--- src/rtl/fetch_unit.sv ---
// MiniMIPS instruction fetch stage: owns the PC, drives the word address to
// instruction memory and registers the returned instruction into IF/ID.
module fetch_unit #(
  parameter logic [31:0] RESET_PC   = 32'h0000_0000,
  parameter logic [15:0] NOP_INSTR  = 16'h0000,
  parameter logic [15:0] HALT_INSTR = 16'hF000
) (
  input  logic        clk,
  input  logic        reset_n,
  input  logic        stall,
  input  logic        redirect_valid,
  input  logic [31:0] redirect_target,
  output logic [31:0] imem_addr,
  input  logic [15:0] imem_data,
  output logic [15:0] ifid_instr,
  output logic [31:0] ifid_pc,
  output logic [31:0] ifid_pc_plus1,
  output logic        ifid_valid,
  output logic        halted,
  output logic [31:0] fetch_count,
  output logic [1:0]  state_dbg
);

  typedef enum logic [1:0] {
    S_BOOT  = 2'd0,
    S_FETCH = 2'd1,
    S_HALT  = 2'd2
  } state_t;

  state_t      state;
  logic [31:0] pc;
  logic [31:0] pc_plus1;

  assign pc_plus1  = pc + 32'd1;
  assign imem_addr = pc;
  assign state_dbg = state;

  always_ff @(posedge clk or negedge reset_n) begin
    if (!reset_n) begin
      state         <= S_BOOT;
      pc            <= RESET_PC;
      ifid_instr    <= NOP_INSTR;
      ifid_pc       <= 32'd0;
      ifid_pc_plus1 <= 32'd0;
      ifid_valid    <= 1'b0;
      halted        <= 1'b0;
      fetch_count   <= 32'd0;
    end else begin
      case (state)
        // One settling cycle after reset; stall and redirect are ignored here.
        S_BOOT: begin
          state <= S_FETCH;
        end
        S_FETCH: begin
          if (redirect_valid) begin
            pc         <= redirect_target;
            ifid_instr <= NOP_INSTR;
            ifid_valid <= 1'b0;
          end else if (!stall) begin
            ifid_instr    <= imem_data;
            ifid_pc       <= pc;
            ifid_pc_plus1 <= pc_plus1;
            ifid_valid    <= 1'b1;
            fetch_count   <= fetch_count + 32'd1;
            // The halt word is delivered once, then the PC parks on it.
            if (imem_data == HALT_INSTR) begin
              state  <= S_HALT;
              halted <= 1'b1;
            end else begin
              pc <= pc_plus1;
            end
          end
        end
        S_HALT: begin
          ifid_instr <= NOP_INSTR;
          ifid_valid <= 1'b0;
          if (redirect_valid) begin
            pc     <= redirect_target;
            state  <= S_FETCH;
            halted <= 1'b0;
          end
        end
        default: begin
          state  <= S_BOOT;
          halted <= 1'b0;
        end
      endcase
    end
  end

endmodule
--- config.mk ---
export PLATFORM = sky130hd
export DESIGN_NAME = fetch_unit
export DESIGN_NICKNAME = d
export VERILOG_FILES = /design/src/rtl/fetch_unit.sv
export SDC_FILE = /design/constraint.sdc
export NUM_CORES = 1
export LEC_CHECK = 0
export ABC_CLOCK_PERIOD_IN_PS = 1740
export CAP_MARGIN = 25
export CORE_ASPECT_RATIO = 1.4
export CORE_MARGIN = 2
export CORE_UTILIZATION = 43
export CTS_CLUSTER_DIAMETER = 40
export DETAILED_ROUTE_END_ITERATION = 7
export PLACE_DENSITY = 0.76
export RECOVER_POWER = 100
export SETUP_SLACK_MARGIN = 0.02
export SLEW_MARGIN = 0
export SYNTH_ARGS = -nofsm -noshare
export SYNTH_HDL_FRONTEND = slang
export SYNTH_SLANG_ARGS = --single-unit
--- constraint.sdc ---
create_clock -name clk -period 1.74 [get_ports clk]
set_input_delay 0.435 -clock clk [delete_from_list [all_inputs] [get_ports clk]]
set_output_delay 0.435 -clock clk [all_outputs]
set_load 0.01 [all_outputs]
==> results of run 1 <==
## sequential cells by signal, summed over array words and instances (netlist names)
signal / cells
ifid_pc_plus1: 32
ifid_pc: 32
fetch_count: 32
halted: 1
ifid_instr: 16
ifid_valid: 1
imem_addr: 32
state_dbg: 2
## kinds of logic (layout without fill, tap and decap cells)
group / after synthesis / after routing / share of synthesized area [%]
buffers and inverters: 51 / 428 / 2.946
flip-flops: 148 / 148 / 52.86
XOR/XNOR: 61 / 61 / 7.625
AO/OA/AOI/OAI: 144 / 144 / 14.80
adder cells (fa/ha/maj): 2 / 2 / 0.3571
multiplexers: 37 / 37 / 5.911
AND/OR/NAND/NOR: 198 / 199 / 15.50
## worst register-to-register path: stages (launching register included)
cell and delay (ns):
dfrtp_1 0.39, buf_6 0.12, nand4_4 0.17, buf_6 0.19, nor4_4 0.22, buf_4 0.20, nand4_1 0.24, o22ai_1 0.23
o2bb2a_2 0.25
## per-stage QoR
stage | worst slack (ns) | hold slack, ns
after floorplan | -0.2185 | 0.1394
after global routing | -0.4455 | 0.2951
after global placement | -0.8105 | 0.3872
after detailed placement | -0.8255 | 0.3946
final | -0.3926 | 0.2827
after CTS | -0.2733 | 0.2762
## power by group through the flow
| stage | logic (mW) | clock network (mW) | registers (mW) |
|---|---|---|---|
| after floorplan | 0.890 | 0 | 4.59 |
| after global placement | 2.89 | 0 | 4.29 |
| after detailed placement | 2.97 | 0 | 4.32 |
| after CTS | 2.92 | 3.93 | 4.22 |
| after global routing | 3.41 | 4.08 | 4.30 |
| final | 3.22 | 3.93 | 4.25 |
## cells in the mapped netlist (3+ instances only)
master and count:
o22ai_1 13, xnor2_1 31, dfrtp_1 148, o22a_1 10, xor2_1 30, and3_1 11, a2bb2oi_1 6, a22oi_1 18
nor3_1 10, nor2_1 66, a21oi_1 40, and4_1 3, inv_1 11, o31ai_1 3, nor4_4 3, nand4_1 18
clkbuf_1 27, o2bb2a_1 10, o2bb2ai_1 5, buf_2 9, a31oi_1 6, o21ai_0 4, or3_1 3, nand3_1 24
a22o_1 22, nor4_2 4, nand2_1 36, nor4_1 5, mux2_2 35
## layout make-up
type	instances	area, µm²	share of cell area, %
multi-input cells	443	3935	32.21
flip-flops and latches	148	3717	30.43
repair buffers	384	3646	29.84
clock buffers	19	442.9	3.626
well taps	199	249.0	2.038
clock inverters	13	181.4	1.485
inverters	12	45.04	0.3687
## timing repair
action,CTS,global route
gates resized for setup,266,127
buffers inserted,36,26
setup endpoints to repair,252,141
hold endpoints to repair,36,0
cloned,5,3
hold buffers,1,0
pin swaps,55,58
## worst paths after layout
kind | end | cells after the start | startpoint | slack [ns]
min in group asynchronous | ifid_instr[15] | 2 | reset_n | 0.75
worst min register to register | fetch_count[31] | 1 | fetch_count[31] | 0.47
worst min-delay path | ifid_instr[11] | 2 | imem_data[11] | 0.28
worst max register to register | imem_addr[26] | 8 | imem_addr[7] | -0.39
max in group asynchronous | state_dbg[1] | 3 | reset_n | 0.13
worst max-delay path | imem_addr[26] | 8 | imem_addr[7] | -0.39
## routing by layer
layer,vias up,routed length (µm),GRT usage (%)
met5,-,0,0
met4,0,1075,10.88
met3,91,1919,6.467
met2,415,13870,49.84
met1,3538,9680,31.53
li1,3069,-,-
==> results.sh, run 1 <==
export IMPL_status="finished with violations"
export IMPL_violations="setup timing"
export IMPL_total_power_mw=11.40
export IMPL_setup_violations=80
export IMPL_grt_pass1_vias=7186
export IMPL_antenna_diode_count=0
export IMPL_avgSynthCellArea_um2=10.93
export IMPL_die_w_um=111.9
export IMPL_slew_headroom_pct=27.21
export IMPL_cp_start_kind="flop"
export IMPL_synth_warning_count=0
export IMPL_tightest_slew_ns=1.092
export IMPL_root_buffer="clkbuf_16"
export IMPL_clockPowerShare_pct=34.5
export IMPL_initial_core_util_pct=43.70
export IMPL_syn_inst=641
export IMPL_syn_area_um2=7007
export IMPL_async_flop_share_pct=100.0
export IMPL_critPathSlowestCell="dfrtp_1"
export IMPL_cpMostUsedCell="buf_6"
export IMPL_cp_buffers_inverters=3
export IMPL_synthTopCellsByArea="dfrtp_1 (53%), mux2_2 (5.6%), xnor2_1 (3.9%), xor2_1 (3.8%), nor2_1 (3.5%)"
export IMPL_p_per_area_nw_per_um2=932.9
export IMPL_pwr_share_seq_pct=37.3
export IMPL_numCtsBuffers=17
export IMPL_drive_gt1_share_pct=40.24
export IMPL_die_y_um=155.0
export IMPL_grt_util_all_layers_pct=27.62
export IMPL_drtIter0Drc=554
export IMPL_layout_commonest_cell="dfrtp_1"
export IMPL_crit_fanout=4
export IMPL_max_freq_ghz=0.4689
export IMPL_dp_cells=1117
export IMPL_critical_path_required_ns=2.05
export IMPL_fp_coreArea_um2=16030
export IMPL_post_route_util_pct=76.19
export IMPL_drcViolationCount=0
export IMPL_switching_share_pct=29.93
export IMPL_drtAntennaViolNets=0
export IMPL_grt_ovfl_total=0
export IMPL_pwr_share_comb_pct=28.3
export IMPL_viasPerCell=5.840
export IMPL_crit_path_cell_trace="buf_6, nand4_4, buf_6, nor4_4, buf_4, nand4_1, o22ai_1, o2bb2a_2"
export IMPL_ir_worst_vdd_v=0.0007243
export IMPL_final_area_um2=12220
export IMPL_clkSlewWorstSetupHoldPaths_ns=0.06
export IMPL_antenna_found_initial=0
export IMPL_h_tree_depth=4
export IMPL_synth_top_area_share_pct=52.86
export IMPL_drt_total_wl_um=26540
export IMPL_synth_top_area_cell="dfrtp_1"
export IMPL_instances_no_fill=1218
export IMPL_p_int_mw=7.986
export IMPL_globalplace_congestion=0.8853
export IMPL_slew_violations=0
export IMPL_die_area_um2=17350
export IMPL_postPlaceCellArea_um2=10340
export IMPL_clock_latency_ns=0.44
export IMPL_yosys_cell_types_count=51
export IMPL_crit_family="simple AND/OR/NAND/NOR gates"
export IMPL_hpwl_um=15720
export IMPL_grt_max_degree=53
export IMPL_final_cell_mix="dfrtp_1 (137), dlygate4sd2_1 (127), buf_4 (118)"
export IMPL_drv_cap=0
export IMPL_cts_tree="built"
export IMPL_synth_edf_count=0
export IMPL_tns_ns=-8.364
export IMPL_rsz0062_at_grt="yes"
export IMPL_seq_area_frac_synth_pct=52.86
export IMPL_avgRoutedWirePerCell_um=21.79
export IMPL_grt_pass1_wl_um=37940
export IMPL_dr_total_vias=7113
export IMPL_ys_seq_elements=148
export IMPL_period_needed_ns=2.133
export IMPL_synth_nets=695
export IMPL_period_share_pct=122.6
export IMPL_leakagePower_nw=5.543
export IMPL_worstSetupPathType="reg -> reg"
export IMPL_max_stage_delay_ns=0.39
export IMPL_detail_route_first_pass_iterations=6
export IMPL_clock_path_buffers=2
export IMPL_crit_path_end_kind="flop"
export IMPL_final_nets=1060
export IMPL_arrival_ns=2.44
export IMPL_finalHoldViolCount=0
export IMPL_cts_sinks=148
export IMPL_io_pins=200
export IMPL_row_count=55
export IMPL_synth_flop_cell="dfrtp_1"
export IMPL_area_delta_synth_final_pct=74.36
export IMPL_holdCritPathClass="in -> reg"
export IMPL_port_buffers=199
export IMPL_setup_ws_ns=-0.3926
export IMPL_nFillCells=974
export IMPL_finClkSkew_ns=0.01035
export IMPL_power_switching_mw=3.411
(Power assumes the default switching activity.)
==> run 2: changes to the inputs <==
- MAX_ROUTING_LAYER: unset -> met4
- PLACE_DENSITY: 0.76 -> 0.87
==> run 2 against run 1 <==
  * The run still ends with setup timing left
  * First-iteration DRC count rose by 41%
  * Wire length increased by 27%
  * Clock-buffer cell count rose by 1
  * Global-route usage rose by 3.5 points
  * Power rose by 1.5%
  * Utilization is 5.7 points higher
  * Clock skew rose by 0.0096 ns
  * Via count grew 11%
  * Non-clock buffer count grew 37
  * Clock power is 9.9% lower
  * Largest power group unchanged
  * Highest routed layer unchanged
==> results.sh, run 2 (synthesis results as in run 1) <==
export IMPL_row_count=55
export IMPL_area_delta_synth_final_pct=87.46
export IMPL_final_cell_mix="dfrtp_1 (138), dlygate4sd2_1 (128), buf_4 (104)"
export IMPL_worstSetupPathType="reg -> reg"
export IMPL_pwr_share_seq_pct=37.2
export IMPL_rrSetupSlack_ns=-0.40
export IMPL_grt_util_all_layers_pct=31.14
export IMPL_antenna_found_initial=2
export IMPL_clockPowerShare_pct=30.6
export IMPL_grt_pass1_vias=7519
export IMPL_root_buffer="clkbuf_16"
export IMPL_final_nets=1097
export IMPL_dp_cells=1124
export IMPL_globalplace_congestion=0.9451
export IMPL_max_freq_ghz=0.4677
export IMPL_drive_gt1_share_pct=47.35
export IMPL_finalHoldViolCount=0
export IMPL_tightest_slew_ns=0.7071
export IMPL_cts_sinks=148
export IMPL_die_area_um2=17350
export IMPL_grt_ovfl_total=0
export IMPL_rsz0062_at_grt="yes"
export IMPL_drv_cap=0
export IMPL_clock_path_buffers=2
export IMPL_die_w_um=111.9
export IMPL_ir_worst_vdd_v=0.0007361
export IMPL_crit_path_end_kind="flop"
export IMPL_endpoint="imem_addr[31]"
export IMPL_p_per_area_nw_per_um2=881.0
export IMPL_status="finished with violations"
export IMPL_setup_ws_ns=-0.3983
export IMPL_detail_route_first_pass_iterations=7
export IMPL_finClkSkew_ns=0.01990
export IMPL_drcViolationCount=0
export IMPL_layout_commonest_cell="dfrtp_1"
export IMPL_slew_violations=0
export IMPL_leakagePower_nw=6.000
export IMPL_post_route_util_pct=81.92
export IMPL_avgRoutedWirePerCell_um=26.72
export IMPL_holdCritPathClass="in -> reg"
export IMPL_violations="setup timing"
export IMPL_numCtsBuffers=17
export IMPL_clkSlewWorstSetupHoldPaths_ns=0.07
export IMPL_port_buffers=199
export IMPL_drt_total_wl_um=33590
export IMPL_period_share_pct=122.9
export IMPL_grt_pass1_wl_um=41080
export IMPL_p_int_mw=7.800
export IMPL_hpwl_um=16040
export IMPL_period_needed_ns=2.138
export IMPL_viasPerCell=6.267
export IMPL_rr_worst_depth=9
export IMPL_instances_no_fill=1257
export IMPL_cp_startpoint="imem_addr[2]"
export IMPL_power_switching_mw=3.772
export IMPL_die_y_um=155.0
export IMPL_drtAntennaViolNets=0
export IMPL_crit_fanout=4
export IMPL_critical_path_required_ns=2.09
export IMPL_r2r_end="imem_addr[31]"
export IMPL_switching_share_pct=32.60
export IMPL_dp_slack_ns=-0.8314
export IMPL_h_tree_depth=4
export IMPL_dr_total_vias=7877
export IMPL_cp_start_kind="flop"
export IMPL_io_pins=200
export IMPL_clock_latency_ns=0.43
export IMPL_arrival_ns=2.48
export IMPL_reg2reg_from="imem_addr[2]"
export IMPL_initial_core_util_pct=43.70
export IMPL_setup_violations=105
export IMPL_pwr_share_comb_pct=32.2
export IMPL_cts_tree="built"
export IMPL_grt_max_degree=49
export IMPL_slew_headroom_pct=52.86
export IMPL_drtIter0Drc=781
export IMPL_fp_coreArea_um2=16030
==> run 2: cell count changes in the layout (fill, tap and decap cells not counted), sizes merged <==
cell,change
inv,-1
clkbuf,+12
diode,+2
dlygate4sd2,+1
buf,+31
clkdlybuf4s50,-1
clkdlybuf4s15,-4
bufbuf,-2
clkinvlp,+3
bufinv,-3
dlymetal6s2s,+1
==> run 2: area by class of cell <==
type / count / area, µm²
tap: 199 / 249.0
clock buffer: 20 / 446.7
fill: 817 / 2899
inverter: 12 / 47.55
antenna: 2 / 5.005
sequential: 148 / 3716
timing repair buffer: 421 / 4194
multi-input combinational: 443 / 4368
clock inverter: 12 / 108.9
==> run 2: what timing repair did <==
action | in CTS | in global routing
endpoints found under the setup margin | 262 | 138
pin swaps | 59 | 97
buffers inserted | 47 | 50
gates resized for setup | 340 | 232
hold buffers | 1 | 0
cloned | 5 | 12
endpoints found under the hold margin | 21 | 0
==> run 2: worst min-delay path by stage <==
stage               slack [ns]           from             end  depth (start not counted)
CTS                       0.22  imem_data[11]  ifid_instr[11]                          2
finish                    0.24  imem_data[11]  ifid_instr[11]                          2
detailed placement        0.32        reset_n   ifid_instr[3]                          1
global placement          0.32        reset_n  ifid_instr[15]                          1
global route              0.23   imem_data[8]   ifid_instr[8]                          2
floorplan                 0.14        reset_n  fetch_count[0]                          0
==> run 2: stage by stage <==
step | power, mW | area (µm²) | hold WS (ns) | TNS (ns)
6_report | 11.57 | 13140 | 0.2401 | -14.09
5_1_grt | 11.92 | 13140 | 0.2343 | -20.00
4_1_cts | 10.72 | 11700 | 0.2197 | -4.302
3_5_place_dp | 7.290 | 10370 | 0.3231 | -76.10
3_3_place_gp | 7.178 | 10370 | 0.3216 | -71.68
2_1_floorplan | 5.476 | 7247 | 0.1394 | -1.909
==> run 2: critical path, stage by stage (launching register included) <==
cell and delay (ns):
dfrtp_1 0.40, buf_6 0.13, nand4_1 0.19, buf_4 0.22, buf_6 0.13, nor4_4 0.15
buf_4 0.18, nand4_1 0.17, a22oi_1 0.25, a2bb2oi_1 0.22
==> run 2: power by group through the flow <==
stage               Sequential, mW  Combinational, mW  Clock, mW
floorplan                     4.59              0.890          0
global placement              4.28               2.90          0
detailed placement            4.31               2.98          0
CTS                           4.22               2.99       3.51
global route                  4.34               3.88       3.70
finish                        4.31               3.73       3.54
==> run 2: layer usage <==
layer | track usage (%) | up-vias | part of all wire [%]
met4 | 16.17 | 0 | 9.1
li1 | - | 3152 | -
met5 | - | - | 0
met3 | 6.700 | 258 | 7.8
met1 | 34.59 | 3868 | 35
met2 | 52.70 | 599 | 48
==> run 3: changes to the inputs <==
- CAP_MARGIN: 25 -> unset
==> results of run 3 <==
Same layout as run 2: the final DEF is identical, and so are final timing and power.
